<file path="src/rtl/vend_ctrl_param_if.sv">
// vend_ctrl_param_if
// Bus between the vending controller and its surroundings: the coin acceptor
// front end, the dispenser handshake and the change hopper.
//   master : the environment. It drives coin_valid, coin, cancel and vend_ready.
//   slave  : the controller. It drives vend_valid, change, change_valid,
//            coin_reject, credit and sold_count.
// Parameters CREDIT_W and COUNT_W must match the attached controller.
interface vend_ctrl_param_if #(
  parameter int CREDIT_W = 5,
  parameter int COUNT_W  = 8
);
  logic                coin_valid;
  logic [2:0]          coin;
  logic                cancel;
  logic                vend_valid;
  logic                vend_ready;
  logic [CREDIT_W-1:0] change;
  logic                change_valid;
  logic                coin_reject;
  logic [CREDIT_W-1:0] credit;
  logic [COUNT_W-1:0]  sold_count;

  modport master (
    output coin_valid, coin, cancel, vend_ready,
    input  vend_valid, change, change_valid, coin_reject, credit, sold_count
  );

  modport slave (
    input  coin_valid, coin, cancel, vend_ready,
    output vend_valid, change, change_valid, coin_reject, credit, sold_count
  );
endinterface

</file>
<file path="src/rtl/vend_ctrl_param.sv">
// vend_ctrl_param
// Parametrised vending controller. It accumulates coin credit up to
// MAX_CREDIT and dispenses through a valid/ready handshake. On cancel it
// returns the held credit as change. It rejects illegal coins and coins that
// would overflow, and it counts the items sold.
// Ports:
//   clk  : system clock; all state changes on its rising edge.
//   rst  : asynchronous, active-low reset.
//   bus  : vend_ctrl_param_if.slave. It carries the coin, cancel, vend
//          handshake, change, reject, credit and sold-count signals.
// Optional feature, selected by the macro VEND_AUTO_CHANGE_EN:
//   defined   : any nonzero remainder after a vend is refunded at once.
//   undefined : the remainder is kept as credit toward the next item.
//
// state   | meaning
// COLLECT | accepting coins and cancel
// VEND    | vend_valid high, waiting for vend_ready
// REFUND  | one cycle; issues the change pulse and clears credit
module vend_ctrl_param #(
  parameter int PRICE      = 10,
  parameter int MAX_CREDIT = 20,
  parameter int CREDIT_W   = 5,
  parameter int COUNT_W    = 8
) (
  input logic              clk,
  input logic              rst,
  vend_ctrl_param_if.slave bus
);

  typedef enum logic [1:0] {COLLECT, VEND, REFUND} state_t;

  localparam logic [CREDIT_W:0]   MAX_X   = (CREDIT_W+1)'(MAX_CREDIT);
  localparam logic [CREDIT_W:0]   PRICE_X = (CREDIT_W+1)'(PRICE);
  localparam logic [CREDIT_W-1:0] PRICE_C = CREDIT_W'(PRICE);

  state_t              state;
  logic [CREDIT_W-1:0] credit_q;
  logic [CREDIT_W-1:0] change_q;
  logic                change_valid_q;
  logic                coin_reject_q;
  logic                vend_valid_q;
  logic [COUNT_W-1:0]  sold_q;

  logic [CREDIT_W:0]   sum;
  logic [CREDIT_W-1:0] remainder;
  logic                legal;
  logic                accept;
  logic                handshake;

  // One extra bit keeps credit+coin from wrapping before the ceiling test.
  assign sum       = {1'b0, credit_q} + {{(CREDIT_W-2){1'b0}}, bus.coin};
  assign remainder = credit_q - PRICE_C;
  assign legal     = (bus.coin == 3'd1) || (bus.coin == 3'd2) || (bus.coin == 3'd5);
  assign accept    = bus.coin_valid && (state == COLLECT) && !bus.cancel &&
                     legal && (sum <= MAX_X);
  assign handshake = vend_valid_q && bus.vend_ready;

  always_ff @(posedge clk or negedge rst) begin
    if (!rst) begin
      state          <= COLLECT;
      credit_q       <= '0;
      change_q       <= '0;
      change_valid_q <= 1'b0;
      coin_reject_q  <= 1'b0;
      vend_valid_q   <= 1'b0;
      sold_q         <= '0;
    end else begin
      coin_reject_q  <= bus.coin_valid && !accept;
      change_valid_q <= 1'b0;
      case (state)
        COLLECT: begin
          if (bus.cancel && (credit_q != '0)) begin
            state <= REFUND;
          end else if (accept) begin
            credit_q <= sum[CREDIT_W-1:0];
            if (sum >= PRICE_X) begin
              state        <= VEND;
              vend_valid_q <= 1'b1;
            end
          end
        end
        VEND: begin
          if (handshake) begin
            credit_q <= remainder;
            sold_q   <= sold_q + 1'b1;
`ifdef VEND_AUTO_CHANGE_EN
            vend_valid_q <= 1'b0;
            state        <= (remainder != '0) ? REFUND : COLLECT;
`else
            // A remainder that still covers the price keeps the request up.
            if (remainder < PRICE_C) begin
              vend_valid_q <= 1'b0;
              state        <= COLLECT;
            end
`endif
          end
        end
        REFUND: begin
          change_q       <= credit_q;
          change_valid_q <= 1'b1;
          credit_q       <= '0;
          state          <= COLLECT;
        end
        default: state <= COLLECT;
      endcase
    end
  end

  assign bus.vend_valid   = vend_valid_q;
  assign bus.change       = change_q;
  assign bus.change_valid = change_valid_q;
  assign bus.coin_reject  = coin_reject_q;
  assign bus.credit       = credit_q;
  assign bus.sold_count   = sold_q;

endmodule

</file>
<file path="src/flat_wrapper.sv">
// flat-port wrapper written by rule: the top's interface ports become plain ports
module vend_ctrl_param_flat 
#(
  parameter int PRICE      = 10,
  parameter int MAX_CREDIT = 20,
  parameter int CREDIT_W   = 5,
  parameter int COUNT_W    = 8
)
  (clk, rst, bus_coin_valid, bus_coin, bus_cancel, bus_vend_ready, bus_vend_valid, bus_change, bus_change_valid, bus_coin_reject, bus_credit, bus_sold_count);
  vend_ctrl_param_if #(.CREDIT_W(CREDIT_W), .COUNT_W(COUNT_W)) bus_i ();
  input logic clk;
  input logic rst;
  input wire logic [$bits(bus_i.coin_valid)-1:0] bus_coin_valid;
  input wire logic [$bits(bus_i.coin)-1:0] bus_coin;
  input wire logic [$bits(bus_i.cancel)-1:0] bus_cancel;
  input wire logic [$bits(bus_i.vend_ready)-1:0] bus_vend_ready;
  output wire logic [$bits(bus_i.vend_valid)-1:0] bus_vend_valid;
  output wire logic [$bits(bus_i.change)-1:0] bus_change;
  output wire logic [$bits(bus_i.change_valid)-1:0] bus_change_valid;
  output wire logic [$bits(bus_i.coin_reject)-1:0] bus_coin_reject;
  output wire logic [$bits(bus_i.credit)-1:0] bus_credit;
  output wire logic [$bits(bus_i.sold_count)-1:0] bus_sold_count;
  assign bus_i.coin_valid = bus_coin_valid;
  assign bus_i.coin = bus_coin;
  assign bus_i.cancel = bus_cancel;
  assign bus_i.vend_ready = bus_vend_ready;
  assign bus_vend_valid = bus_i.vend_valid;
  assign bus_change = bus_i.change;
  assign bus_change_valid = bus_i.change_valid;
  assign bus_coin_reject = bus_i.coin_reject;
  assign bus_credit = bus_i.credit;
  assign bus_sold_count = bus_i.sold_count;
  vend_ctrl_param #(.PRICE(PRICE), .MAX_CREDIT(MAX_CREDIT), .CREDIT_W(CREDIT_W), .COUNT_W(COUNT_W)) u_core (.clk(clk), .rst(rst), .bus(bus_i));
endmodule
</file>
<file path="config.mk">
export PLATFORM = sky130hd
export DESIGN_NAME = vend_ctrl_param_flat
export DESIGN_NICKNAME = d
export VERILOG_FILES = /design/src/rtl/vend_ctrl_param_if.sv /design/src/rtl/vend_ctrl_param.sv /design/src/flat_wrapper.sv
export SDC_FILE = /design/constraint.sdc
export NUM_CORES = 1
export LEC_CHECK = 0
export CAP_MARGIN = 20
export CORE_UTILIZATION = 48
export CTS_BUF_LIST = sky130_fd_sc_hd__clkbuf_2 sky130_fd_sc_hd__clkbuf_4 sky130_fd_sc_hd__clkbuf_8
export CTS_CLUSTER_DIAMETER = 100
export CTS_CLUSTER_SIZE = 30
export DETAILED_ROUTE_END_ITERATION = 10
export PLACE_DENSITY_LB_ADDON = 0.05
export SYNTH_ARGS = -nofsm -noshare
export SYNTH_HDL_FRONTEND = slang
export SYNTH_SLANG_ARGS = --single-unit
</file>
<file path="constraint.sdc">
create_clock -name clk -period 2.2 [get_ports clk]
set_input_delay 0.44 -clock clk [delete_from_list [all_inputs] [get_ports clk]]
set_output_delay 0.44 -clock clk [all_outputs]
set_load 0.005 [all_outputs]
</file>
==> flow_metrics.tcl <==
set metrics [dict create \
    status "finished with violations" \
    violations "design-rule violations, negative setup slack" \
    cts_buffer_depth 2 \
    cpPeakStageDelay_ns 0.53 \
    post-route-period-util_pct 107.2 \
    yosys.area_share.simple_pct 15.63 \
    start_util_pct 51.65 \
    portBuffers 28 \
    met1_length_mm 1.588 \
    synth.top_cell.area_share_pct 39.72 \
    synth_cells 142 \
    num_antenna_cells 0 \
    cts_sinks 23 \
    ir_drop_uv 666.0 \
    worst_r2r_startpoint "u_core.bus.credit[0]" \
    gp_congestion 0.8632 \
    fp-row-count 19 \
    tightest_slew_ns 0.4899 \
    synth-warning-count 0 \
    grt_usage_pct 22.04 \
    drtIter0Drc 66 \
    grt_remaining_overflow 0 \
    required_ns 2.41 \
    synthAdderAreaFrac_pct 10.02 \
    synth_mux_area_share_pct 8.290 \
    path_max_fanout 2 \
    ant_nets 0 \
    drt-total-wl_mm 3.463 \
    setup_slack_ns -0.1585 \
    area_growth_pct 44.47 \
    grt_max_degree 24 \
    viasPerCell 5.550 \
    met3_length_um 222 \
    hp-class "in -> async" \
    tns_ns -0.8509 \
    worstReg2RegEnd "u_core.bus.credit[0]" \
    critical_path.slowest_cell "fa_2" \
    dr.pass1.iters 8 \
    setup_viol 6 \
    reg2regPathDepth 10 \
    die_h_um 56.94 \
    crit_path_end "u_core.bus.credit[0]" \
    async_flop_share_pct 100.0 \
    pin_count 29 \
    drive_above_1_share_pct 31.82 \
    stdcell_count 229 \
    synth_seq_cells 23 \
    highest_layer "met4" \
    ys_seq_area_share_pct 39.72 \
    fin_crit_ns 2.359 \
    hpwlAfterDp_mm 2.563 \
    htree_levels 1 \
    ys.flop_type "dfrtp_1" \
    timing.fmax_ghz 0.4240 \
    relSlewSlack_pct 66.92 \
    cts_tree "done" \
    synth_top_cell_by_area "dfrtp_1" \
    synth-edff-count 0 \
    cts_root_buf "clkbuf_4" \
    grt_pass1_vias 1214 \
    p_leak_nw 1.001 \
    startpoint "u_core.bus.credit[0]" \
    fin_hold_ws_ns 0.4752 \
    rsz0062_at_grt "yes" \
    nets 218 \
    synth_compound_area_share_pct 17.27 \
    clk_pin_slew_worst_paths_ns 0.12 \
    fin_skew_ns 0.004332 \
    synth.net_count 161 \
    drc 8 \
    r2r_slack_ns -0.16 \
    hold_viol 0 \
    synth.avg_cell_area_um2 10.20 \
    yosys.area_share.xor_xnor_pct 5.440 \
    ys_types 43 \
    numCtsBuffers 3 \
    maxCapViolCount 0 \
    die_area_um2 3242 \
    arrival_ns 2.57 \
    path_cells "ha_4, inv_2, fa_2, nor2b_4, o221ai_2, o221ai_2, buf_4, nand2_1, nor3_2, mux2_4" \
    antenna_found_initial 0 \
    critPathCaptureType "flip-flop" \
    dp.cells 219 \
    core_um2 2805 \
    met2_length_mm 1.639 \
    synth_top_family_by_area "compound AO/OA/AOI/OAI gates" \
    grt_pass1_wl_mm 5.437 \
    worst_skew_pair.late_latency_ns 0.30 \
    crit_top_cell "o221ai_2" \
    slew_viol_final 0 \
    avgRoutedWirePerCell_um 15.12 \
    synthTopCellsByArea "dfrtp_1, ha_1, mux2_2" \
    cellPowerDensity_nw_per_um2 1258 \
    dr_total_vias 1271 \
    fp.dieW_um 56.94 \
    critPathKind "reg -> reg" \
    syn_area_um2 1449 \
    critPathLaunchType "flip-flop" \
]
## synthesized netlist by cell type (2+ instances only)
library cell,count
or2_2,3
and3_1,2
mux2_2,8
ha_1,10
a211oi_1,2
xnor2_1,6
nand2_1,10
mux2i_1,3
xor2_1,3
nand4_1,3
nand3_1,3
nor3_1,2
a21o_1,2
inv_1,12
nor2_1,5
clkbuf_1,2
nand2b_1,3
a21oi_1,8
dfrtp_1,23
o211ai_1,2
a2bb2oi_1,2
o211a_1,2
nor2b_1,3
o22ai_1,4
## logic make-up after synthesis
family	after synthesis
AND/OR/NAND/NOR	41
AO/OA/AOI/OAI	33
flip-flops	23
buffers and inverters	14
multiplexers	11
adder cells (fa/ha/maj)	11
XOR/XNOR	9
## repair_timing
item	CTS	global route
pin swaps	3	6
hold buffers	0	0
setup endpoints to repair	9	9
buffers inserted	3	3
resized for setup	6	9
## cell usage in the layout (no fill, tap or decap), drive strengths merged, types with 3 or more instances in the layout
cell type      netlist  routed
buf                  0      26
xnor2                6       6
a21oi                8       8
o22ai                4       4
nand4                3       3
nor2b                3       3
ha                  10      10
inv                 12      12
xor2                 3       3
nand2               10      10
mux2i                3       3
mux2                 8       8
or2                  3       3
nor2                 5       5
clkdlybuf4s50        0      25
clkbuf               2       3
dfrtp               23      23
nand2b               3       3
nand3                4       4
## registers in the layout (all words and copies together), names as in the netlist
name / cells
u_core.bus.vend_valid: 1
u_core.bus.sold_count: 8
u_core.bus.change_valid: 1
u_core.bus.change: 5
u_core.state: 2
u_core.bus.credit: 5
u_core.bus.coin_reject: 1
## worst min path at each step
stage	cells past startpoint	end	slack (ns)	start
final	2	u_core.bus.credit[0]	0.48	rst
after detailed placement	1	u_core.bus.sold_count[7]	0.47	u_core.bus.sold_count[7]
after global placement	1	u_core.bus.sold_count[7]	0.46	u_core.bus.sold_count[7]
after CTS	2	u_core.bus.coin_reject	0.47	rst
after floorplan	0	u_core.bus.change[0]	0.14	rst
after global routing	2	u_core.bus.credit[0]	0.47	rst
## where the power goes
group	internal, W	switching [W]	total [W]
clock network	0.0000678	0.000121	0.000189
registers	0.000541	0.0000871	0.000628
logic	0.00101	0.000804	0.00182
## metrics by stage
step	instance area [um^2]	power [W]	utilization [%]	setup slack, ns
3_3_place_gp	1957	0.002177	69.76	-0.6413
3_5_place_dp	1957	0.002226	69.76	-0.7429
2_1_floorplan	1495	0.001580	-	-0.1776
4_1_cts	2028	0.002520	72.30	-0.2087
5_1_grt	2093	0.002825	74.62	-0.2790
6_report	2093	0.002633	74.62	-0.1585
## area by class of cell
class,instances,area (um^2)
multi-input combinational,105,930.9
clock buffer,3,22.52
sequential,23,575.6
timing repair buffer,54,475.5
clock inverter,1,5.005
inverter,12,45.04
fill,197,711.9
tap,31,38.79
## layer usage
metal / vias up / global-route usage, %
li1: 621 / -
met1: 605 / 30.56
met2: 43 / 35.80
met3: 2 / 5.215
met4: 0 / 4.181
met5: - / 0
## critical path, delay by kind of cell, from the launching register on
family                   cells  cell delay [ns]
AO/OA/AOI/OAI                2             0.31
adder cells (fa/ha/maj)      2             0.69
buffers and inverters        2             0.18
flip-flops                   1             0.42
multiplexers                 1             0.31
AND/OR/NAND/NOR              3             0.35
Power figures use the tool's default switching activity.
